## src/rtl/y86_pipe_pkg.sv

```systemverilog
// ----------------------------------------------------------------------------
// y86_pipe_pkg
// Shared definitions for the Y86 pipeline-register slice:
//   - stat / icode / register-id encodings used to build bubble words
//   - per-stage payload widths and the matching bubble constants for the
//     D, E, M and W pipeline registers (32-bit Y86 datapath, 4-bit fields)
// No ports; imported by y86_sat_counter and y86_pipe_stage.
// ----------------------------------------------------------------------------
package y86_pipe_pkg;

    // Status codes
    localparam logic [3:0] S_OK  = 4'h1;
    localparam logic [3:0] S_HLT = 4'h2;
    localparam logic [3:0] S_ADR = 4'h3;
    localparam logic [3:0] S_INS = 4'h4;

    // Instruction codes used for bubbles
    localparam logic [3:0] I_HALT = 4'h0;
    localparam logic [3:0] I_NOP  = 4'h1;

    // Register id meaning "no register"
    localparam logic [3:0] R_NONE = 4'hF;

    // D stage: stat, icode, ifun, rA, rB, valC, valP
    localparam int Y86_D_W = 4 + 4 + 4 + 4 + 4 + 32 + 32;
    // E stage: stat, icode, ifun, valC, valA, valB, dstE, dstM, srcA, srcB
    localparam int Y86_E_W = 4 + 4 + 4 + 32 + 32 + 32 + 4 + 4 + 4 + 4;
    // M stage: stat, icode, Cnd, valE, valA, dstE, dstM
    localparam int Y86_M_W = 4 + 4 + 1 + 32 + 32 + 4 + 4;
    // W stage: stat, icode, valE, valM, dstE, dstM
    localparam int Y86_W_W = 4 + 4 + 32 + 32 + 4 + 4;

    // Bubble words: a NOP with status OK that writes no register
    localparam logic [Y86_D_W-1:0] Y86_D_BUBBLE =
        {S_OK, I_NOP, 4'h0, R_NONE, R_NONE, 32'h0, 32'h0};
    localparam logic [Y86_E_W-1:0] Y86_E_BUBBLE =
        {S_OK, I_NOP, 4'h0, 32'h0, 32'h0, 32'h0, R_NONE, R_NONE, R_NONE, R_NONE};
    localparam logic [Y86_M_W-1:0] Y86_M_BUBBLE =
        {S_OK, I_NOP, 1'b0, 32'h0, 32'h0, R_NONE, R_NONE};
    localparam logic [Y86_W_W-1:0] Y86_W_BUBBLE =
        {S_OK, I_NOP, 32'h0, 32'h0, R_NONE, R_NONE};

endpackage

```

## src/rtl/y86_pipe_stage_sat_counter.sv

```systemverilog
// ----------------------------------------------------------------------------
// y86_sat_counter
// Saturating up-counter used for the stall and bubble statistics.
// Ports:
//   clk   in   rising-edge clock
//   reset in   synchronous active-high reset, clears the count
//   inc   in   add one unless already at all-ones
//   clr   in   clear to zero (wins over inc)
//   cnt   out  W-bit registered count
// ----------------------------------------------------------------------------
module y86_sat_counter
    import y86_pipe_pkg::*;
#(
    parameter int W = 8
) (
    input  logic         clk,
    input  logic         reset,
    input  logic         inc,
    input  logic         clr,
    output logic [W-1:0] cnt
);

    // Count register: once all-ones it sticks there until clr or reset,
    // so a long hazard never wraps back to a small, misleading number.
    always_ff @(posedge clk) begin
        if (reset) begin
            cnt <= '0;
        end else if (clr) begin
            cnt <= '0;
        end else if (inc && (cnt != {W{1'b1}})) begin
            cnt <= cnt + {{(W-1){1'b0}}, 1'b1};
        end
    end

endmodule

```

## src/rtl/y86_pipe_stage.sv

```systemverilog
// ----------------------------------------------------------------------------
// y86_pipe_stage
// Generic Y86 pipeline register: opaque payload plus valid bit, with
// stall/bubble control (priority reset > bubble > stall > load) and
// saturating stall/bubble statistics.
//
// Optional feature macro: Y86_PIPE_SKID_EN
//   defined   -> one-entry skid buffer captures a word offered during a stall,
//                so upstream may react to the stall one cycle late
//   undefined -> no skid storage, in_ready tied high, words offered during a
//                stall are dropped
//
// Ports:
//   clk        in   rising-edge clock
//   reset      in   synchronous active-high reset
//   in_valid   in   upstream word present
//   in_data    in   upstream payload
//   in_ready   out  stage accepts in_data this cycle (skid state only)
//   stall      in   hold the current output
//   bubble     in   replace the output with BUBBLE_VAL
//   out_valid  out  out_data is a real instruction
//   out_data   out  registered payload (BUBBLE_VAL whenever out_valid=0)
//   stall_cnt  out  consecutive stalled cycles, saturating
//   bubble_cnt out  bubbles injected since reset, saturating
// ----------------------------------------------------------------------------
module y86_pipe_stage
    import y86_pipe_pkg::*;
#(
    parameter int                 DATA_W     = 84,
    parameter logic [DATA_W-1:0]  BUBBLE_VAL = Y86_D_BUBBLE,
    parameter int                 CNT_W      = 8
) (
    input  logic              clk,
    input  logic              reset,
    input  logic              in_valid,
    input  logic [DATA_W-1:0] in_data,
    output logic              in_ready,
    input  logic              stall,
    input  logic              bubble,
    output logic              out_valid,
    output logic [DATA_W-1:0] out_data,
    output logic [CNT_W-1:0]  stall_cnt,
    output logic [CNT_W-1:0]  bubble_cnt
);

`ifdef Y86_PIPE_SKID_EN
    logic              skid_valid;
    logic [DATA_W-1:0] skid_data;

    // Ready depends only on the stored skid state, never on stall/bubble,
    // so the upstream handshake has no combinational loop through the
    // hazard unit.
    assign in_ready = ~skid_valid;

    // Skid buffer: park a word that arrives while we are stalled. It is
    // drained on the first non-stalled edge and thrown away by a bubble,
    // since a bubble means the instruction stream behind it is squashed.
    always_ff @(posedge clk) begin
        if (reset || bubble) begin
            skid_valid <= 1'b0;
            skid_data  <= BUBBLE_VAL;
        end else if (stall) begin
            if (in_valid && !skid_valid) begin
                skid_valid <= 1'b1;
                skid_data  <= in_data;
            end
        end else begin
            skid_valid <= 1'b0;
            skid_data  <= BUBBLE_VAL;
        end
    end
`else
    assign in_ready = 1'b1;
`endif

    // Output register. Invalid slots always carry BUBBLE_VAL so downstream
    // stages can decode a NOP without looking at out_valid.
    always_ff @(posedge clk) begin
        if (reset || bubble) begin
            out_valid <= 1'b0;
            out_data  <= BUBBLE_VAL;
        end else if (!stall) begin
`ifdef Y86_PIPE_SKID_EN
            if (skid_valid) begin
                out_valid <= 1'b1;
                out_data  <= skid_data;
            end else
`endif
            begin
                out_valid <= in_valid;
                out_data  <= in_valid ? in_data : BUBBLE_VAL;
            end
        end
    end

    // Stall counter tracks the current run of stalls only; any bubble or
    // load edge ends the run.
    y86_sat_counter #(.W(CNT_W)) u_stall_cnt (
        .clk   (clk),
        .reset (reset),
        .inc   (stall & ~bubble),
        .clr   (~stall | bubble),
        .cnt   (stall_cnt)
    );

    // Bubble counter accumulates for the whole run since reset.
    y86_sat_counter #(.W(CNT_W)) u_bubble_cnt (
        .clk   (clk),
        .reset (reset),
        .inc   (bubble),
        .clr   (1'b0),
        .cnt   (bubble_cnt)
    );

endmodule
```

## config.mk

```make
export PLATFORM = sky130hd
export DESIGN_NAME = y86_pipe_stage
export DESIGN_NICKNAME = d
export VERILOG_FILES = /design/src/rtl/y86_pipe_pkg.sv /design/src/rtl/y86_pipe_stage_sat_counter.sv /design/src/rtl/y86_pipe_stage.sv
export SDC_FILE = /design/constraint.sdc
export NUM_CORES = 1
export LEC_CHECK = 0
export ABC_AREA = 1
export BUFFER_PORTS_ARGS = -buffer_cell sky130_fd_sc_hd__buf_2
export CORE_MARGIN = 2
export CORE_UTILIZATION = 32
export DETAILED_ROUTE_END_ITERATION = 7
export MAX_ROUTING_LAYER = met4
export PLACE_DENSITY = 0.57
export SYNTH_ARGS = -nofsm -noshare
export SYNTH_HDL_FRONTEND = slang
export SYNTH_HIERARCHICAL = 1
export SYNTH_SLANG_ARGS = --single-unit
```

## constraint.sdc

```tcl
create_clock -name clk -period 2.9 [get_ports clk]
set_input_delay 0.145 -clock clk [delete_from_list [all_inputs] [get_ports clk]]
set_output_delay 0.145 -clock clk [all_outputs]
set_load 0.01 [all_outputs]
```

* After elaboration in Yosys (flattened, before gate mapping) *
Index checks and enable logic that the tools add are counted.

cells by class
  $add $sub $neg = 2
  eq/ne operators = 2
  muxes and demuxes = 1
  bitwise operators = 4
  reductions and logical operators = 4

operators with widths
  kind                                                           number
  84-bit two-way mux                                             1
  8-bit by 1-bit adder with 8-bit output, second input constant  2
  8-bit != test, second input constant                           2
  1-bit logical AND                                              2
  1-bit NOT                                                      2
  2-bit OR reduction                                             1
  1-bit AND                                                      1
  1-bit logical OR                                               1
  1-bit bitwise OR                                               1

word-level totals
  bits in registers = 101
  input bits = 89
  output and inout port bits = 102
  word-level logic and storage cells = 17

* Longest topological paths before layout *
  depth after elaboration = 3
  mapped depth = 9
  mapped depth without buffers = 7

* By module *
The synthesis kept the hierarchy.

modules (own cells, without submodules)
  module           times used  cells an instance  area each (um^2)  seq. area each (um^2)
  y86_pipe_stage   1           385                3,181.8           1,701.6
  y86_sat_counter  2           73                 460.4             160.2

* Least setup slack after synthesis *
No wires, ideal clock.

  path type = input port to flip-flop
  start point = input port stall
  end point = register u_stall_cnt.cnt[7]
  library setup time = 0.064 ns
  data arrival time = 1.198 ns
  required time = 2.836 ns
  slack = 1.638 ns
  stages on the path = 8
  path buffers = 2
  cells stage by stage = buf_6 -> clkinv_4 -> buf_2 -> nor2_1 -> inv_1 -> nor2_1 -> o21ai_0 -> nor2_1

between the ends
  word-level cells in the longest chain between the ends = 3
  elaborated cells on any way between the ends = 5
  those cells by class = bitwise (3); reduce/logical (2)

ends and longest elaborated chain
  what                                 RTL line                          source
  from (decl)                          y86_pipe_stage.sv:38              input logic stall,
  1-bit NOT                            y86_pipe_stage.sv:102             .clr (~stall | bubble),
  1-bit bitwise OR                     y86_pipe_stage.sv:102
  2-bit OR reduction (no source line)  n/a
  to (signal assigned)                 y86_pipe_stage_sat_counter.sv:31  cnt <= cnt + {{(W-1){1'b0}}, 1'b1};
  to (decl)                            y86_pipe_stage_sat_counter.sv:20  output logic [W-1:0] cnt

Several ways; a longest one is shown, not always the timed one.
A chain may end at the register's enable or synchronous reset.

* Worst setup path in the final report *
  start point = register u_stall_cnt.cnt[0]
  end point = register u_stall_cnt.cnt[0]

between the ends
  word-level cells in the longest chain between the ends = 2
  elaborated cells on any way between the ends = 3
  those cells by class = add/sub (1); eq/ne (1); reduce/logical (1)

ends and longest elaborated chain
  what
  branches (longest 2 deep; another with 8-bit by 1-bit adder with 8-bit output)

Several ways; the timed one is not identified.

==> summary.md <==
| Metric | Value |
|---|---|
| H-tree levels | `3` |
| Largest family of logic cells by synthesized area | `simple AND/OR/NAND/NOR gates` |
| Initial core utilization | `0.3264` |
| Reg clk slew, reported paths | `0.06 ns` |
| Post-Layout Cell Count | `roughly 870` |
| WL/cell | `13.09 um` |
| LEAKAGE | `0.002365 uW` |
| DRT Pass-1 Iters | `6` |
| Crit path capture type | `flop` |
| Post-Synth Adder-Cell Area | `0.006099` |
| Peak VDD IR | `316.5 uV` |
| Total gr overflow | `0` |
| Area growth, synth to finish | `31.05%` |
| Post-synthesis compound-gate area fraction | `0.1232` |
| Placement Rows | `41` |
| Max-cap check violation count | `0` |
| Critical path launch point type | `flop` |
| Final Critical Period | `1.301 ns` |
| Final Cycle Share | `0.4485` |
| Clock Latency Late Sink | `roughly 0.34 ns` |
| Worst Slack Setup Final | `1.599 ns` |
| Via-per-instance ratio | `4.755` |
| Pre-CTS setup slack | `between 1 and 1.5 ns` |
| Deepest clock path buffer count | `2` |
| Mapped cell area | `0.004103 sq mm` |
| Post-synthesis xor/xnor area fraction | `0` |
| Final WL | `11410 um` |
| HP Class | `in -> reg` |
| Num CTS Buffers | `9` |
| Power density cells | `~540 mW/mm^2` |
| Outcome | `finished clean` |
| Vias in the first global route | `3794` |
| # fillers | `1330` |
| Placer congestion estimate | `0.7633` |
| Yosys reg bits | `about 100` |
| Clock root buffer | `clkbuf_16` |
| Sequential fraction of the synthesis area | `0.4928` |
| Largest net degree at the start of global routing | `86` |
| Simple logic cell fraction of the synthesized area | `0.2983` |
| Share of layout cells above drive strength 1 | `0.3286` |
| CTS tree | `built` |
| Arr. time, crit path | `1.54 ns` |
| Initial antenna violation count | `0` |
| Setup TNS | `0 ns` |
| Drt drc | `0` |
| Hold WS | `0.04760 ns` |
| CTS resizes | `0` |
| CTS Sinks | `101` |
| Placed insts | `858` |
| Mux cell area share after synthesis | `0` |
| Ports | `191` |
| Gr usage total | `0.1685` |
| Most common cell after layout, fill and taps aside | `buf_2` |
| Post-CTS setup buffers | `0` |
| Synthesized area per cell | `between 7 and 8 sq um` |
| Max Slew Vio Count | `0` |
| Die Y | `117.2 um` |
| Kind of critical path | `reg -> reg` |
| Core area | `0.01257 sq mm` |
| Fin area | `about 0.0054 sq mm` |
| Cells after Synth | `531` |
| Hpwl dp | `7766 um` |
| DR iter-0 viols | `200` |
| Unique masters post-synth | `22` |
| Worst Path Max Fanout | `10` |
| Number of nets still failing antenna checks after routing | `0` |
| WP data required | `roughly 3.1 ns` |
| Cts-stage hold buffer count | `0` |
| Die width | `117.2 um` |
| Most frequent cells in the layout | `buf_2, nand2_1, dfxtp_1` |
| Post-DP Area | `around 0.005 sq mm` |
| Max-slew headroom | `0.4187` |
| First-pass GRT wire length | `17700 um` |
| Fmax | `between 700 and 800 MHz` |
| Total number of vias | `4146` |
| Layout Skew | `0.002297 ns` |
| Final-report hold violation count | `0` |
| Die footprint | `roughly 0.014 sq mm` |
| Synth Net Count | `622` |
| Final setup viols | `0` |
| Final nets | `around 790` |
| Least-Margin Pin Slew | `0.8719 ns` |
| YS warnings | `6` |
| RSZ-0062 raised after global routing | `no` |
| Port bufs | `189` |
| N_diodes | `0` |
cells by family after synthesis:
kind of cell	count (synthesis)
simple gates	264
compound gates	101
flops	101
buf+inv	61
fa+ha+maj	2
other cells	2
synthesized netlist by cell type:
cell / instances / area (sq um)
nand3_1: 92 / 460.4
conb_1: 2 / 7.510
buf_1: 2 / 7.510
nand3_4: 2 / 35.03
ha_1: 2 / 25.02
nand3_2: 10 / 100.1
buf_6: 5 / 56.30
nand2_1: 122 / 457.9
inv_2: 6 / 22.52
inv_1: 15 / 56.30
a21oi_1: 87 / 435.4
dfxtp_1: 101 / 2022
clkbuf_1: 6 / 22.52
buf_4: 6 / 45.04
buf_2: 20 / 100.1
nand4_1: 2 / 12.51
nor2_2: 1 / 6.260
nand2_2: 2 / 12.51
nor2_4: 2 / 22.52
clkinv_4: 1 / 8.760
nor2_1: 31 / 116.4
o21ai_0: 14 / 70.07
flip-flops by register name (all words and copies together), names as in the netlist:
| register | count |
|---|---|
| u_bubble_cnt/cnt | 8 |
| out_valid | 1 |
| u_stall_cnt/cnt | 8 |
| out_data | 84 |
stage by stage:
stage                     utilization  total power (uW)
after CTS                      0.4278              2927
after global placement         0.4054              1734
after global routing           0.4278              3017
after floorplan                     -              1624
after detailed placement       0.4054              1739
final                          0.4278              2883
critical path: stages, from the launching register on:
cell	delay [ns]
dfxtp_1	0.43
ha_1	0.20
nand2_1	0.09
inv_2	0.11
nand3_4	0.14
a21oi_1	0.16
nor2_1	0.06
power breakdown:
| group | internal (uW) | leakage (uW) | switching (uW) | total, uW |
|---|---|---|---|---|
| Sequential | 1420 | 0.000819 | 17.3 | 1430 |
| Clock | 682 | 0.000139 | 497 | 1180 |
| Combinational | 107 | 0.00141 | 164 | 271 |
| Total | 2210 | 0.00236 | 677 | 2880 |
layer usage:
layer  GRT usage  wire length, um  vias to the layer above
met5           -                0                        -
met4     0.06353              185                        0
li1            -                -                     2087
met3     0.05561              849                       15
met2      0.2663             5412                      122
met1      0.1997             4964                     1922
final timing paths:
kind	from	endpoint	slack, ns	cells after the start
min	in_data[71]	out_data[71]	0.05	3
max	u_stall_cnt/cnt[0]	u_stall_cnt/cnt[0]	1.60	6
max reg2reg	u_stall_cnt/cnt[0]	u_stall_cnt/cnt[0]	1.60	6
min reg2reg	out_data[82]	out_data[82]	0.46	2
layout make-up:
cell class | instances | area (sq um) | area share
timing repair buffer | 194 | 1008 | 0.1876
clock inverter | 2 | 35.03 | 0.006516
inverter | 22 | 87.58 | 0.01629
tap | 172 | 215.2 | 0.04003
sequential | 101 | 2022 | 0.3761
multi-input combinational | 369 | 1762 | 0.3277
clock buffer | 12 | 246.5 | 0.04585
(Power assumes the default switching activity.)
